[config.mk]
export PLATFORM = sky130hd
export DESIGN_NAME = watch_time_counter
export DESIGN_NICKNAME = d
export VERILOG_FILES = /design/src/rtl/watch_time_counter.sv
export SDC_FILE = /design/constraint.sdc
export NUM_CORES = 1
export LEC_CHECK = 0
export ABC_AREA = 1
export BUFFER_PORTS_ARGS = -buffer_cell sky130_fd_sc_hd__buf_2
export CAP_MARGIN = 20
export CELL_PAD_IN_SITES_DETAIL_PLACEMENT = 1
export CELL_PAD_IN_SITES_GLOBAL_PLACEMENT = 1
export CORE_ASPECT_RATIO = 0.6
export CORE_MARGIN = 2
export CORE_UTILIZATION = 41
export DETAILED_ROUTE_END_ITERATION = 16
export GPL_ROUTABILITY_DRIVEN = 0
export GPL_TIMING_DRIVEN = 0
export PLACE_DENSITY = 0.71
export SETUP_SLACK_MARGIN = 0.1
export SLEW_MARGIN = 15
export SYNTH_ARGS = -nofsm -noshare
export SYNTH_HDL_FRONTEND = slang
export SYNTH_SLANG_ARGS = --single-unit
[constraint.sdc]
create_clock -name clk_i -period 3.5 [get_ports clk_i]
set_clock_uncertainty 0.2 [all_clocks]
set_input_delay 0.175 -clock clk_i [delete_from_list [all_inputs] [get_ports clk_i]]
set_output_delay 0.175 -clock clk_i [all_outputs]
set_load 0.03 [all_outputs]
[src/rtl/watch_time_counter.sv]
// BCD hh:mm:ss timekeeper for the watch: counts rising edges of the 1 Hz divider output
// and accepts debounced minute/hour set buttons that take precedence over a coincident tick.
module watch_time_counter #(
    parameter int unsigned DEBOUNCE_CYCLES = 655
) (
    input  logic       rst_i,
    input  logic       clk_i,
    input  logic       sec_clk_i,
    input  logic       inc_min_i,
    input  logic       inc_hr_i,
    output logic [2:0] sec_tens_o,
    output logic [3:0] sec_ones_o,
    output logic [2:0] min_tens_o,
    output logic [3:0] min_ones_o,
    output logic [1:0] hr_tens_o,
    output logic [3:0] hr_ones_o,
    output logic       sec_pulse_o
);
    localparam logic [15:0] LOCK_LOAD = 16'(DEBOUNCE_CYCLES);

    logic [1:0] btn_raw;
    logic [1:0] press;   // [0] minute, [1] hour

    assign btn_raw = {inc_hr_i, inc_min_i};

    genvar gi;
    generate
        for (gi = 0; gi < 2; gi++) begin : g_btn
            logic        sync1_q, sync1_d;
            logic        sync2_q, sync2_d;
            logic        edge_q, edge_d;
            logic [15:0] lock_q, lock_d;
            logic        accept;

            always_comb begin
                sync1_d = btn_raw[gi];
                sync2_d = sync1_q;
                edge_d  = sync2_q;
                accept  = sync2_q & ~edge_q & (lock_q == 16'd0);
                lock_d  = lock_q;
                if (accept) begin
                    lock_d = LOCK_LOAD;
                end else if (lock_q != 16'd0) begin
                    lock_d = lock_q - 16'd1;
                end
            end

            always_ff @(posedge clk_i or posedge rst_i) begin
                if (rst_i) begin
                    sync1_q <= 1'b0;
                    sync2_q <= 1'b0;
                    edge_q  <= 1'b0;
                    lock_q  <= 16'd0;
                end else begin
                    sync1_q <= sync1_d;
                    sync2_q <= sync2_d;
                    edge_q  <= edge_d;
                    lock_q  <= lock_d;
                end
            end

            assign press[gi] = accept;
        end
    endgenerate

    logic [3:0] sec_ones_q, sec_ones_d, sec_ones_inc;
    logic [2:0] sec_tens_q, sec_tens_d, sec_tens_inc;
    logic [3:0] min_ones_q, min_ones_d, min_ones_inc;
    logic [2:0] min_tens_q, min_tens_d, min_tens_inc;
    logic [3:0] hr_ones_q, hr_ones_d, hr_ones_inc;
    logic [1:0] hr_tens_q, hr_tens_d, hr_tens_inc;
    logic       sec_q, sec_d;
    logic       sec_pulse_q, sec_pulse_d;
    logic       sec_wrap, min_wrap, tick, any_press;

    always_comb begin
        tick      = sec_clk_i & ~sec_q;
        any_press = |press;

        sec_ones_inc = (sec_ones_q == 4'd9) ? 4'd0 : sec_ones_q + 4'd1;
        sec_tens_inc = (sec_ones_q != 4'd9) ? sec_tens_q :
                       (sec_tens_q == 3'd5) ? 3'd0 : sec_tens_q + 3'd1;
        sec_wrap     = (sec_ones_q == 4'd9) && (sec_tens_q == 3'd5);

        min_ones_inc = (min_ones_q == 4'd9) ? 4'd0 : min_ones_q + 4'd1;
        min_tens_inc = (min_ones_q != 4'd9) ? min_tens_q :
                       (min_tens_q == 3'd5) ? 3'd0 : min_tens_q + 3'd1;
        min_wrap     = (min_ones_q == 4'd9) && (min_tens_q == 3'd5);

        // 23 wraps to 00; otherwise ordinary two-digit BCD increment
        if ((hr_tens_q == 2'd2) && (hr_ones_q == 4'd3)) begin
            hr_tens_inc = 2'd0;
            hr_ones_inc = 4'd0;
        end else if (hr_ones_q == 4'd9) begin
            hr_tens_inc = hr_tens_q + 2'd1;
            hr_ones_inc = 4'd0;
        end else begin
            hr_tens_inc = hr_tens_q;
            hr_ones_inc = hr_ones_q + 4'd1;
        end

        sec_ones_d  = sec_ones_q;
        sec_tens_d  = sec_tens_q;
        min_ones_d  = min_ones_q;
        min_tens_d  = min_tens_q;
        hr_ones_d   = hr_ones_q;
        hr_tens_d   = hr_tens_q;
        sec_d       = sec_clk_i;
        sec_pulse_d = 1'b0;

        if (any_press) begin
            if (press[0]) begin
                sec_ones_d = 4'd0;
                sec_tens_d = 3'd0;
                min_ones_d = min_ones_inc;
                min_tens_d = min_tens_inc;
            end
            if (press[1]) begin
                hr_ones_d = hr_ones_inc;
                hr_tens_d = hr_tens_inc;
            end
        end else if (tick) begin
            sec_pulse_d = 1'b1;
            sec_ones_d  = sec_ones_inc;
            sec_tens_d  = sec_tens_inc;
            if (sec_wrap) begin
                min_ones_d = min_ones_inc;
                min_tens_d = min_tens_inc;
                if (min_wrap) begin
                    hr_ones_d = hr_ones_inc;
                    hr_tens_d = hr_tens_inc;
                end
            end
        end
    end

    // sec_q resets high so a divider already high at release does not tick
    always_ff @(posedge clk_i or posedge rst_i) begin
        if (rst_i) begin
            sec_ones_q  <= 4'd0;
            sec_tens_q  <= 3'd0;
            min_ones_q  <= 4'd0;
            min_tens_q  <= 3'd0;
            hr_ones_q   <= 4'd0;
            hr_tens_q   <= 2'd0;
            sec_q       <= 1'b1;
            sec_pulse_q <= 1'b0;
        end else begin
            sec_ones_q  <= sec_ones_d;
            sec_tens_q  <= sec_tens_d;
            min_ones_q  <= min_ones_d;
            min_tens_q  <= min_tens_d;
            hr_ones_q   <= hr_ones_d;
            hr_tens_q   <= hr_tens_d;
            sec_q       <= sec_d;
            sec_pulse_q <= sec_pulse_d;
        end
    end

    assign sec_ones_o  = sec_ones_q;
    assign sec_tens_o  = sec_tens_q;
    assign min_ones_o  = min_ones_q;
    assign min_tens_o  = min_tens_q;
    assign hr_ones_o   = hr_ones_q;
    assign hr_tens_o   = hr_tens_q;
    assign sec_pulse_o = sec_pulse_q;

endmodule

; ---- Word-level counts from Yosys, hierarchy flattened
; Cells that the tools add are included.
[word_totals]
ff_bits = 60
elab_cells = 101
out_inout_bits = 21
inputBits = 5
[classes]
bitwise_logic = 8
reduce_logical = 17
addsub = 8
mux = 40
eq_ne = 12
[ops]
columns = op, n
row1 = $mux W16, 4
row2 = $mux W4, 16
row3 = $mux W3, 11
row4 = $logic_not A16 Y1, 2
row5 = $reduce_bool A16 Y1, 2
row6 = $sub A16 B1 Y16 const B, 2
row7 = $mux W2, 7
row8 = $add A4 B1 Y4 const B, 3
row9 = $eq A4 B4 Y1 const B, 3
row10 = $reduce_bool A2 Y1, 5
row11 = $ne A4 B4 Y1 const B, 2
row12 = $add A3 B1 Y3 const B, 2
row13 = $eq A3 B3 Y1 const B, 2
row14 = $ne A2 B2 Y1 const B, 3
row15 = $reduce_and A3 Y1, 2
row16 = $and A1 B1 Y1, 5
row17 = $eq A4 B2 Y1 const B, 1
row18 = $reduce_and A4 Y1, 1
row19 = $logic_and A1 B1 Y1, 3
row20 = $not A1 Y1, 3
row21 = $add A2 B1 Y2 const B, 1
row22 = $eq A2 B2 Y1 const B, 1
row23 = $mux W1, 2
row24 = $reduce_and A2 Y1, 1
row25 = $reduce_or A2 Y1, 1

; ---- Logic depth before layout (Yosys ltp)
[depth]
depth_word = 7
mapped_depth = 11
ltp_nobuf = 11

; ---- Worst setup path after synthesis
; Ideal clock, no wire load.
[synth_path]
path_kind = reg2reg
from = register sec_ones_q[0] (netlist: sec_ones_o[0])
to = register hr_ones_q[0] (netlist: hr_ones_o[0])
required_time_ns = 3.182
setup_slack_ns = 1.617
synth_period_minus_slack_ns = 1.883
setup_time_ns = 0.118
t_arrival_ns = 1.564
n_path_buf = 0
path_stages_with_launch = 9
cell_sequence = dfrtp_1 ha_1 nand2_1 nor2_2 nand3_1 o211ai_2 nand2_1 nand2_1 nand2_1
[synth_via]
elab_chain_len = 4
[synth_lines]
columns = element, line
row1 = start: declaration, 66  ; logic [3:0] sec_ones_q, sec_ones_d, sec_ones_inc;
row2 = start signal: assignment, 149  ; sec_ones_q <= sec_ones_d;
row3 = $eq A4 B4 Y1, 83  ; sec_wrap = (sec_ones_q == 4'd9) && (sec_tens_q == 3'd5);
row4 = $logic_and A1 B1 Y1, 83
row5 = $reduce_bool A2 Y1 (no source line), -
row6 = $reduce_and A4 Y1 (no source line), -
row7 = end signal: assignment, 153  ; hr_ones_q <= hr_ones_d;
row8 = end: declaration, 70  ; logic [3:0] hr_ones_q, hr_ones_d, hr_ones_inc;
; No other way between the ends.
; A chain may end at the register's enable or synchronous reset.

; ---- Final worst setup path
[layout_path]
from = register sec_ones_q[1] (netlist: sec_ones_o[1])
to = register hr_ones_q[3] (netlist: hr_ones_o[3])
; The elaborated chain is that of the path after synthesis.

==> metrics <==
P per Cell Area roughly 750 nW/um2; CP startpoint kind register; Post-synth top flop dfrtp_1; CP peak stage delay 430 ps; sequential share of the synthesized area 44.70%; initial core utilization between 40 and 50%; post-layout min period 2077 ps; Post-CTS Setup Repair Bufs 0; CP cell instances inv_1, ha_1, nand2_1, nor2_2, nand3_1, o211ai_2, nand2_1, nand2_1, nand2_1; wire per inst ~15 um; status finished clean; Setup crit start sec_ones_o[1]$_DFFE_PP0P_; Die Wd 120.9 um; final cycle utilization of the critical path 59.35%; hold wc startpoint g_btn[0].sync1_q$_DFF_PP0_; die height 74.14 um; worst hold slack about 150 ps; Avg Cell Area, Syn 8.180 um2; Cells after Synth between 400 and 500; worst-skew pair later-pin latency approximately 320 ps; via count of the first global-routing pass 2787; initial antenna violation count 0; root buf cell clkbuf_16; CORE AREA 7914 um2; post-placement cell area 3625 um2; Top cell by count, worst path nand2_1; Cell Rows 25; final hold violation count 0; RSZ-0062 raised after global routing no; largest net degree at the start of global routing 61; Worst slew margin 49.42%; # H-tree levels 3; Max Slew Vio Count 0; Worst-path clk slew 50 ps; share of cells above drive strength 1 ~17%; Synth async-reset ratio 100.0%; deepest clock path buffer count 2; WS Path Type register to register; Yosys reg bits 60; nets@finish 464; final worst slack between 1000 and 1500 ps; TritonCTS buffer count 9; cell family with most CP delay simple AND/OR/NAND/NOR gates; DR vias 2795; CP Capture Type register; DR iter-0 viols 137; Area Overhead vs Synth 17.04%; filler cell count 974; WL final 8195 um; setup violators final 0; CP Data Required Time 3510 ps; Tot GR Track Use 20.42%; final antenna diode count 0; first-pass GRT wire length 13940 um; area of the mapped netlist 3362 um2; PostCTS Resize Cnt 0; die area 8964 um2; worst-margin pin slew 758.7 ps; Place WS 1463 ps; Achievable Freq 0.4814 GHz; # IOs 26; HP Class register to register; CTS tree yes; Buffers on Ports 25; Fin Setup TNS 0 ps; Max Cap Viol 0; CP bufs+invs 1; cell area after layout just under 4000 um2; Worst EP arrival 2090 ps; number of synthesized flops with an enable pin 0; LEAKAGE 0.001958 uW; Syn Nets 424; total grt overflow 0; r2r startpoint sec_ones_o[1]$_DFFE_PP0P_; Critical Path Slowest Stage Cell dfrtp_1; CP max FO 5; Via density just under 5; number of synthesis warnings 0; VDD IR max 0.3621 mV; DP HPWL between 6000 and 7000 um; DRC 0; post-synthesis cell type count 33; antenna viol nets, final 0; final total power between 2000 and 3000 uW; First-pass DRT Iterations 4; clk sinks 60
flip-flops by register name, summed over array words and instances, names as in the netlist:
signal,count
g_btn.edge_q,2
g_btn.sync1_q,2
hr_tens_o,2
sec_pulse_o,1
g_btn.lock_q,32
hr_ones_o,4
g_btn.edge_d,2
sec_q,1
min_ones_o,4
sec_ones_o,4
min_tens_o,3
sec_tens_o,3
through the flow:
stage	std cells	util, %
5_1_grt	563	49.72
2_1_floorplan	411	-
4_1_cts	563	49.72
3_5_place_dp	544	45.80
6_report	563	49.72
3_3_place_gp	544	45.77
cell families (layout without fill, tap and decap cells):
| logic type | count (synthesis) | after routing | synth area share (%) |
|---|---|---|---|
| xor+xnor | 26 | 26 | 6.773 |
| flops | 60 | 60 | 44.70 |
| simple gates | 236 | 236 | 34.50 |
| fa+ha+maj | 8 | 8 | 2.977 |
| buf+inv | 54 | 98 | 6.364 |
| compound gates | 27 | 27 | 4.689 |
worst register-to-register path, stage by stage (launching register included):
cell and delay (ps):
dfrtp_1 430, inv_1 90, ha_1 130, nand2_1 60
nor2_2 160, nand3_1 200, o211ai_2 360, nand2_1 180
nand2_1 100, nand2_1 60
path summary, 6_finish.rpt:
kind	end	slack [ps]	depth (start not counted)
min in group asynchronous	g_btn[0].lock_q[5]$_DFFE_PP0P_	350	3
hold / removal	g_btn[0].edge_d$_DFF_PP0_	150	0
max in group asynchronous	g_btn[0].lock_q[2]$_DFFE_PP0P_	2260	3
setup reg to reg	hr_ones_o[3]$_DFFE_PP0P_	1420	9
setup / recovery	hr_ones_o[3]$_DFFE_PP0P_	1420	9
hold reg to reg	g_btn[0].edge_d$_DFF_PP0_	150	0
Yosys cell counts (2+ instances only):
| cell | number | area share [%] |
|---|---|---|
| xor2_1 | 16 | 4.2 |
| inv_1 | 51 | 5.7 |
| o21ai_1 | 6 | 0.89 |
| nand2_2 | 5 | 0.93 |
| xnor2_1 | 10 | 2.6 |
| nand2_1 | 95 | 11 |
| nand3_1 | 37 | 5.5 |
| nor2_2 | 14 | 2.6 |
| o21ai_0 | 11 | 1.6 |
| or2_1 | 2 | 0.37 |
| nand4_1 | 12 | 2.2 |
| nor2_4 | 6 | 2.0 |
| nand3_2 | 3 | 0.89 |
| nand2_4 | 2 | 0.67 |
| nor3_1 | 11 | 1.6 |
| a21oi_1 | 3 | 0.45 |
| nor2_1 | 43 | 4.8 |
| dfrtp_1 | 59 | 44 |
| nand3_4 | 2 | 1.0 |
| o211ai_1 | 2 | 0.45 |
| ha_1 | 8 | 3.0 |
| inv_2 | 2 | 0.22 |
placed cells by master (no fill, tap or decap), types with 10 or more instances in the layout:
master,synthesis,final
inv_1,51,50
o21ai_0,11,11
nor3_1,11,11
nor2_1,43,43
nand4_1,12,12
nor2_2,14,14
nand2_1,95,95
buf_2,0,25
dfrtp_1,59,59
xnor2_1,10,10
nand3_1,37,37
xor2_1,16,16
power by group:
| part | total [uW] | internal, uW | switching, uW |
|---|---|---|---|
| Combinational | 984 | 350 | 634 |
| Clock | 796 | 510 | 286 |
| Sequential | 1150 | 907 | 247 |
routing by layer:
layer | vias up | wire length, um | track usage [%]
li1 | 1394 | - | -
met1 | 1359 | 4569 | 30.52
met2 | 34 | 3231 | 28.71
met3 | 8 | 285 | 4.908
met4 | 0 | 108 | 7.364
met5 | - | 0 | 0
repair_timing:
item                                   in CTS  in global routing
setup endpoints to repair                   0                  0
endpoints found under the hold margin      62                  0
hold buffers                                4                  0
area by class of cell:
cell class / instances / area [um2] / share of cell area (%)
Multi-Input combinational cell: 297 / 1645 / 41.81
Sequential cell: 60 / 1503 / 38.19
Clock buffer: 13 / 260.3 / 6.614
Inverter: 53 / 201.4 / 5.119
Timing Repair Buffer: 29 / 165.2 / 4.197
Tap cell: 108 / 135.1 / 3.434
Buffer: 1 / 15.01 / 0.3816
Clock inverter: 2 / 10.01 / 0.2544
(Power assumes the default switching activity.)
